**src/rtl/lru_refill_arb.sv**
```systemverilog
// lru_refill_arb: round-robin arbiter that funnels cache-way refill requests
// into a single AXI4 read burst at a time and steers the returned beats back
// to the granted requester.
// Optional feature: define LRU_REFILL_ARB_PERF_EN to add the perf_grants
// output with one wrapping 32-bit grant counter per requester.
module lru_refill_arb #(
    parameter int NUM_REQ     = 4,
    parameter int ADDR_WIDTH  = 48,
    parameter int DATA_WIDTH  = 512,
    parameter int BURST_BEATS = 1
) (
    input  logic                          clk,
    input  logic                          rstn,
    input  logic [NUM_REQ-1:0]            req_valid,
    input  logic [NUM_REQ*ADDR_WIDTH-1:0] req_addr,
    output logic [NUM_REQ-1:0]            req_ready,
    output logic [NUM_REQ-1:0]            rsp_valid,
    output logic [DATA_WIDTH-1:0]         rsp_data,
    output logic                          rsp_last,
    input  logic [NUM_REQ-1:0]            rsp_ready,
    output logic                          m_arvalid,
    input  logic                          m_arready,
    output logic [ADDR_WIDTH-1:0]         m_araddr,
    output logic [7:0]                    m_arlen,
    input  logic                          m_rvalid,
    output logic                          m_rready,
    input  logic [DATA_WIDTH-1:0]         m_rdata,
    input  logic                          m_rlast,
    output logic                          busy,
    output logic [$clog2(NUM_REQ)-1:0]    grant_id,
    output logic                          err_rlast
`ifdef LRU_REFILL_ARB_PERF_EN
    ,
    output logic [NUM_REQ*32-1:0]         perf_grants
`endif
);

    localparam int IDW      = $clog2(NUM_REQ);
    localparam int OFF_BITS = $clog2(BURST_BEATS * DATA_WIDTH / 8);
    localparam int CNTW     = 6;
    // Burst-aligned address: clear the byte offset covered by one whole burst.
    localparam logic [ADDR_WIDTH-1:0] ADDR_MASK =
        ~((ADDR_WIDTH'(1) << OFF_BITS) - ADDR_WIDTH'(1));
    localparam logic [7:0]      ARLEN    = 8'(BURST_BEATS - 1);
    localparam logic [CNTW-1:0] LAST_IDX = CNTW'(BURST_BEATS - 1);

    typedef enum logic [1:0] {
        ST_IDLE = 2'b00,
        ST_ADDR = 2'b01,
        ST_DATA = 2'b10
    } state_t;

    state_t                r_state;
    logic [IDW-1:0]        r_grant_id;
    logic [IDW-1:0]        r_rr_ptr;
    logic [ADDR_WIDTH-1:0] r_araddr;
    logic [7:0]            r_arlen;
    logic                  r_arvalid;
    logic                  r_busy;
    logic [CNTW-1:0]       r_beat_cnt;
    logic                  r_err_rlast;

    logic                  w_found;
    logic [IDW-1:0]        w_sel;
    logic [ADDR_WIDTH-1:0] w_sel_addr;
    logic [NUM_REQ-1:0]    w_grant_vec;
    logic                  w_hs;
    logic                  w_is_last_idx;
    int                    w_idx;

    // Round-robin pick: first valid requester at or above rr_ptr, wrapping.
    always_comb begin
        w_found    = 1'b0;
        w_sel      = '0;
        w_sel_addr = '0;
        w_idx      = 0;
        for (int k = 0; k < NUM_REQ; k++) begin
            w_idx = (int'(r_rr_ptr) + k >= NUM_REQ) ? int'(r_rr_ptr) + k - NUM_REQ
                                                     : int'(r_rr_ptr) + k;
            if (!w_found && req_valid[w_idx]) begin
                w_found    = 1'b1;
                w_sel      = IDW'(w_idx);
                w_sel_addr = req_addr[w_idx*ADDR_WIDTH +: ADDR_WIDTH];
            end else begin
                w_found    = w_found;
            end
        end
    end

    assign w_grant_vec   = w_found ? (NUM_REQ'(1) << w_sel) : '0;
    assign w_hs          = (r_state == ST_DATA) && m_rvalid && m_rready;
    assign w_is_last_idx = (r_beat_cnt == LAST_IDX);

    // Grant strobe in IDLE and combinational R-channel steering in DATA.
    always_comb begin
        req_ready = '0;
        rsp_valid = '0;
        rsp_data  = '0;
        rsp_last  = 1'b0;
        m_rready  = 1'b0;
        case (r_state)
            ST_IDLE: begin
                // rstn gating keeps the strobe low while reset is held.
                req_ready = rstn ? w_grant_vec : '0;
            end
            ST_DATA: begin
                rsp_valid = NUM_REQ'(m_rvalid) << r_grant_id;
                rsp_data  = m_rdata;
                rsp_last  = m_rlast;
                m_rready  = rsp_ready[r_grant_id];
            end
            default: begin
                req_ready = '0;
            end
        endcase
    end

    // Burst sequencer: grant, issue AR, count R beats, track rlast errors.
    always_ff @(posedge clk or negedge rstn) begin
        if (!rstn) begin
            r_state     <= ST_IDLE;
            r_grant_id  <= '0;
            r_rr_ptr    <= '0;
            r_araddr    <= '0;
            r_arlen     <= 8'd0;
            r_arvalid   <= 1'b0;
            r_busy      <= 1'b0;
            r_beat_cnt  <= '0;
            r_err_rlast <= 1'b0;
        end else begin
            case (r_state)
                ST_IDLE: begin
                    if (w_found) begin
                        r_state    <= ST_ADDR;
                        r_grant_id <= w_sel;
                        r_araddr   <= w_sel_addr & ADDR_MASK;
                        r_arlen    <= ARLEN;
                        r_arvalid  <= 1'b1;
                        r_busy     <= 1'b1;
                        r_beat_cnt <= '0;
                    end
                end
                ST_ADDR: begin
                    if (m_arready) begin
                        r_arvalid <= 1'b0;
                        r_state   <= ST_DATA;
                    end
                end
                ST_DATA: begin
                    if (w_hs) begin
                        // rlast must coincide exactly with the final counted beat.
                        if (m_rlast != w_is_last_idx) begin
                            r_err_rlast <= 1'b1;
                        end
                        if (m_rlast) begin
                            r_state    <= ST_IDLE;
                            r_busy     <= 1'b0;
                            r_beat_cnt <= '0;
                            r_rr_ptr   <= (r_grant_id == IDW'(NUM_REQ - 1)) ? '0
                                                                           : r_grant_id + IDW'(1);
                        end else begin
                            // Saturate so an overlong burst never aliases back onto LAST_IDX.
                            r_beat_cnt <= (r_beat_cnt == '1) ? r_beat_cnt
                                                              : r_beat_cnt + CNTW'(1);
                        end
                    end
                end
                default: begin
                    r_state   <= ST_IDLE;
                    r_arvalid <= 1'b0;
                    r_busy    <= 1'b0;
                end
            endcase
        end
    end

    assign m_arvalid = r_arvalid;
    assign m_araddr  = r_araddr;
    assign m_arlen   = r_arlen;
    assign busy      = r_busy;
    assign grant_id  = r_grant_id;
    assign err_rlast = r_err_rlast;

`ifdef LRU_REFILL_ARB_PERF_EN
    logic [NUM_REQ*32-1:0] r_perf;

    // Per-requester grant counters, wrapping at 2^32.
    always_ff @(posedge clk or negedge rstn) begin
        if (!rstn) begin
            r_perf <= '0;
        end else begin
            for (int i = 0; i < NUM_REQ; i++) begin
                if ((r_state == ST_IDLE) && w_found && (w_sel == IDW'(i))) begin
                    r_perf[i*32 +: 32] <= r_perf[i*32 +: 32] + 32'd1;
                end
            end
        end
    end

    assign perf_grants = r_perf;
`endif

endmodule

```
**config.mk**
```make
export PLATFORM = sky130hd
export DESIGN_NAME = lru_refill_arb
export DESIGN_NICKNAME = d
export VERILOG_FILES = /design/src/rtl/lru_refill_arb.sv
export SDC_FILE = /design/constraint.sdc
export NUM_CORES = 1
export LEC_CHECK = 0
export BUFFER_PORTS_ARGS = -buffer_cell sky130_fd_sc_hd__clkbuf_2
export CAP_MARGIN = 30
export CORE_AREA = 2 2 502 504
export CTS_CLUSTER_DIAMETER = 150
export CTS_CLUSTER_SIZE = 30
export DETAILED_ROUTE_END_ITERATION = 10
export DIE_AREA = 0 0 504 506
export PLACE_DENSITY_LB_ADDON = 0.08
export RECOVER_POWER = 100
export SLEW_MARGIN = 30
export SYNTH_ARGS = -nofsm -noshare
export SYNTH_HDL_FRONTEND = slang
export SYNTH_SLANG_ARGS = --single-unit
```
**constraint.sdc**
```tcl
create_clock -name clk -period 6 [get_ports clk]
set_clock_uncertainty 0.15 [all_clocks]
set_input_delay 0.6 -clock clk [delete_from_list [all_inputs] [get_ports clk]]
set_output_delay 0.6 -clock clk [all_outputs]
set_load 0.01 [all_outputs]
```
==> key figures, run 1 <==
Clock network
  • Clk root buf: clkbuf_16
  • Clock tree buffer depth: 2
  • Num CTS Buffers: 9
  • H-tree depth: 3
  • Total clock sinks: 57

Outcome
  • Outcome: stopped before the end
  • Error msg: [ERROR GRT-0116] Global routing finished with congestion. Check the congestion regions in the DRC Viewer.
  • Exit stage: global routing

Floorplanning
  • DIE HEIGHT: 506 µm
  • Die width: 504 µm
  • Initial Utilization: 8.554%
  • Row cnt: 184
  • Top Ports: 1300

GRT
  • Pin count of the biggest net entering global routing: 132
  • Vias in the first global route: 91680
  • First-pass GRT wire length: 1702000 µm
  • GR Util All Layers: 100.0%
  • Total grt overflow: 13360

Place
  • Final RePlAce weighted congestion: 1.500
  • Placed instance count: 7301
  • Port Buffers: 1285
  • Post-DP HPWL: 1036000 µm

Synthesis
  • Cell area after synthesis: 0.02139 mm²
  • Post-synth ARST share: 100.0%
  • Number of enable flip-flop cells after synthesis: 0
  • Mapped Cells: 2701
  • Ys Warns: 0
  • Sequential area share after synthesis: 6.669%
  • Synth Flop Type: dfrtp_1
  • FF+latch count, synth: 57
  • Distinct cell type count after synthesis: 88
  • Syn_area_per_cell: 7.918 µm²
-- Yosys cell counts, drive strengths merged (32+ instances only) --
cell type	count	area, µm²
and2	531	3322
mux2i	225	2252
nand2	200	753.2
buf	189	1404
mux4	171	3851
nor2	164	618.1
a21oi	146	734.5
clkbuf	134	503.0
o21ai	114	570.5
mux2	72	814.5
a22oi	69	523.0
o22ai	64	400.4
dfrtp	57	1426
nand3	57	290.3
a211oi	54	410.4
nand2b	32	200.2
-- what timing repair did --
item | in CTS
endpoints found under the hold margin | 17
pin swaps | 13
endpoints found under the setup margin | 48
resized for setup | 174
hold buffers | 1
setup buffers | 18
cloned | 2
-- logic make-up after synthesis --
logic type	share of synthesized area, %
and+or+nand+nor	27.06
muxes	32.35
buffers and inverters	9.285
AOI/OAI and AO/OA	23.89
DFF	6.669
xor gates and xnor gates	0.08192
other	0.01753
adders and majority gates	0.6435
-- per-layer routing --
layer  track usage, %  GRT overflow
met3            92.98          1227
met1            94.59          1386
met4            104.0          2679
met5            80.63           151
met2            112.4          7916
-- stage by stage --
step           setup WS (ns)  area [µm²]
4_1_cts            -0.006110       37040
3_5_place_dp          -2.788       35550
3_3_place_gp          -7.694       31450
2_1_floorplan          1.130       21440
==> run 2: changes to the inputs <==
Settings changed: CORE_AREA 2 2 502 504 to 2 2 501 503, CTS_CLUSTER_DIAMETER 150 to default, CTS_CLUSTER_SIZE 30 to default, DIE_AREA 0 0 504 506 to 0 0 503 505, PLACE_DENSITY_LB_ADDON 0.08 to 0.15.
==> run 2 against run 1 <==
Net effect: the flow now finishes, with violations (max-capacitance violations, max-slew violations); area after synthesis is the same; synthesized cell count is the same.
==> key figures, run 2 <==
Outcome
  • Outcome: finished, violations left
  • Failing checks: max-capacitance violations, max-slew violations

Drt
  • Initial DRC count: 3508
  • Overall routed net length: 383000 µm
  • Routed via count: 31860
  • Pre-antenna DRT Iters: 6
  • ANT nets after route: 0
  • WL per Instance: 51.08 µm
  • Routed vias/inst: 4.249
  • # DRC: 0

Final layout
  • Sequential cell area: 0.001430 mm²
  • Multi-input gate area in the final layout: 0.01814 mm²
  • Filler Cell Count: 29280
  • Most common cell after layout, fill and taps aside: clkbuf_2
  • Most frequent cells in the layout: 1022 x clkbuf_2, 284 x and2_0, 271 x clkbuf_1
  • Final Cell Area: 0.03201 mm²
  • Layout area overhead: 49.66%
  • Fin nets: 4520
  • Fraction of layout cells with a size suffix above 1: 37.48%
  • Max reg flops: 42

Clock network
  • Clk root buf: clkbuf_16
  • Clock tree buffer depth: 2 (unchanged)
  • Total clock sinks: 57 (unchanged)
  • Hold Buf Count CTS: 1 (unchanged)
  • Resize count post-CTS: 0 (-100%)
  • Clk_lat worst skew: 0.42 ns
  • Num CTS Buffers: 9 (unchanged)
  • Clk pin slew, worst setup/hold paths: 0.07 ns
  • CTS tree: yes
  • H-tree depth: 3 (unchanged)
  • Post-CTS Repair Setup Buffers: 0 (-18)

Synthesis
  • Cell area after synthesis: 0.02139 mm² (unchanged)
  • Most frequent cell after synthesis: and2_1
  • FF+latch count, synth: 57 (unchanged)
  • Synth top area share: 18.01% (unchanged)
  • Synth area leader: mux4_2
  • Top cells by area, synth: mux4_2 18%, and2_1 15%, mux2i_1 11%
  • Top post-synthesis cells by count: 529 x and2_1, 225 x mux2i_1, 199 x nand2_1, 171 x mux4_2, 163 x nor2_1
  • Mapped Cells: 2701 (unchanged)
  • Ys Warns: 0 (unchanged)
  • Synth Flop Type: dfrtp_1
  • Post-synth ARST share: 100.0% (unchanged)
  • Distinct cell type count after synthesis: 88 (unchanged)
  • Number of enable flip-flop cells after synthesis: 0 (unchanged)
  • Syn_area_per_cell: 7.918 µm² (unchanged)
  • Sequential area share after synthesis: 6.669% (unchanged)

Timing
  • Fin crit share: 86.64%
  • RSZ-0062 raised after global routing: false
  • Final-report hold violation count: 0
  • Max-slew violations: 62
  • Period minus WS final: 5.198 ns
  • Final setup violation count: 0
  • Measured slew at the worst slew-check pin: 2.012 ns
  • Max Freq: 192.4 MHz
  • Relative slew slack: -35.17%
  • TNS Setup: 0 ns

GRT
  • Total grt overflow: 0
  • Antenna violations before repair: 369
  • First-pass GRT wire length: 451000 µm
  • Vias in the first global route: 29250
  • Pin count of the biggest net entering global routing: 159
  • GR Util All Layers: 29.01%

Worst setup path
  • Critical path's top delay family: simple AND/OR/NAND/NOR gates
  • Arr. time, crit path: 4.45 ns
  • Setup crit end kind: output pin
  • Worst-path fanout max: 64
  • Worst Path Buf+Inv: 3
  • Crit-path max cell delay: 1.46 ns
  • Worst EP required: 5.25 ns
  • WS Path Type: flop to output pin
  • Critical path cell sequence: nor2b_1 > buf_16 > clkbuf_2 > and2_0 > clkbuf_2
  • Worst Setup Start Kind: flop
  • CP max-delay cell: nor2b_1
  • Cell mode on critical path: clkbuf_2

Floorplanning
  • Die area: 0.2540 mm²
  • Initial Utilization: 8.617% (+0.063 points)
  • DIE HEIGHT: 505 µm (-0.20%)
  • Row cnt: 183 (-0.54%)
  • Top Ports: 1300 (unchanged)
  • Core footprint: 0.2482 mm²
  • Die width: 503 µm (-0.20%)

Place
  • Placement Cell Area: 0.03115 mm² (-12%)
  • Post-DP HPWL: 337600 µm (-67%)
  • Final RePlAce weighted congestion: 0.9772 (-35%)
  • Port Buffers: 1285 (unchanged)

Power
  • Total Power: 19.02 mW
  • Cell Pwr Density: 594.1 mW/mm²
  • Leakage: 12.28 nW
  • Maximum VDD drop: 716.1 µV

Hold path
  • Hold Path Class: primary input to flop

Flow run
  • Max cap viols: 4
-- run 2: cell counts after synthesis --
Identical to the previous run, type by type.
-- run 2: cells by family after synthesis --
kind of cell	share of synthesized area [%]
flip-flops	6.669
other	0.01753
buffers and inverters	9.285
AND/OR/NAND/NOR	27.06
multiplexers	32.35
XOR/XNOR	0.08192
AO/OA/AOI/OAI	23.89
adder cells (fa/ha/maj)	0.6435
-- run 2: layout make-up --
cell class / count / area share (%)
well taps: 3330 / 13.02
inverters: 21 / 0.2541
flip-flops and latches: 57 / 4.468
diodes: 370 / 2.893
clock buffers: 10 / 0.7466
clock inverters: 6 / 0.2111
repair buffers: 1389 / 21.73
multi-input cells: 2314 / 56.68
-- run 2: per-layer routing --
layer | share of wire (%) | track usage, %
met4 | 5.5 | 13.95
met1 | 32 | 27.58
met3 | 14 | 17.56
met5 | 0.29 | 0
met2 | 48 | 49.18
-- run 2: final timing paths --
kind,startpoint,end,slack [ns],depth (start not counted)
max in group asynchronous,rstn,m_araddr[28]$_DFFE_PN0P_,2.30,4
min in group asynchronous,rstn,r_state[0]$_DFFE_PN0P_,0.91,2
min reg2reg,err_rlast$_DFFE_PN0P_,err_rlast$_DFFE_PN0P_,0.34,1
min,m_arready,r_state[1]$_DFFE_PN0P_,0.32,3
max,r_state[1]$_DFFE_PN0P_,rsp_data[111],0.80,5
max reg2reg,r_state[1]$_DFFE_PN0P_,m_araddr[39]$_DFFE_PN0P_,1.55,6
-- run 2: worst min-delay path: stages --
cell,delay (ns)
clkbuf_2,0.10
nand2_1,0.08
mux2i_1,0.07
-- run 2: per-stage QoR --
step | std cells | hold WS (ns) | utilization (%) | worst slack (ns)
after floorplan | 2715 | 0.1544 | - | 1.130
after global placement | 7108 | 0.3158 | 12.53 | 1.596
after detailed placement | 7110 | 0.3175 | 12.55 | 1.616
after CTS | 7127 | 0.2963 | 12.68 | 1.165
after global routing | 7332 | 0.3250 | 12.73 | 0.5139
final | 7497 | 0.3197 | 12.90 | 0.8019
-- run 2: power breakdown --
group / internal [mW] / switching (mW)
logic: 5.79 / 11.7
registers: 0.577 / 0.329
clock network: 0.335 / 0.333
total: 6.70 / 12.3
No activity file was read; power rests on OpenSTA's default activity.
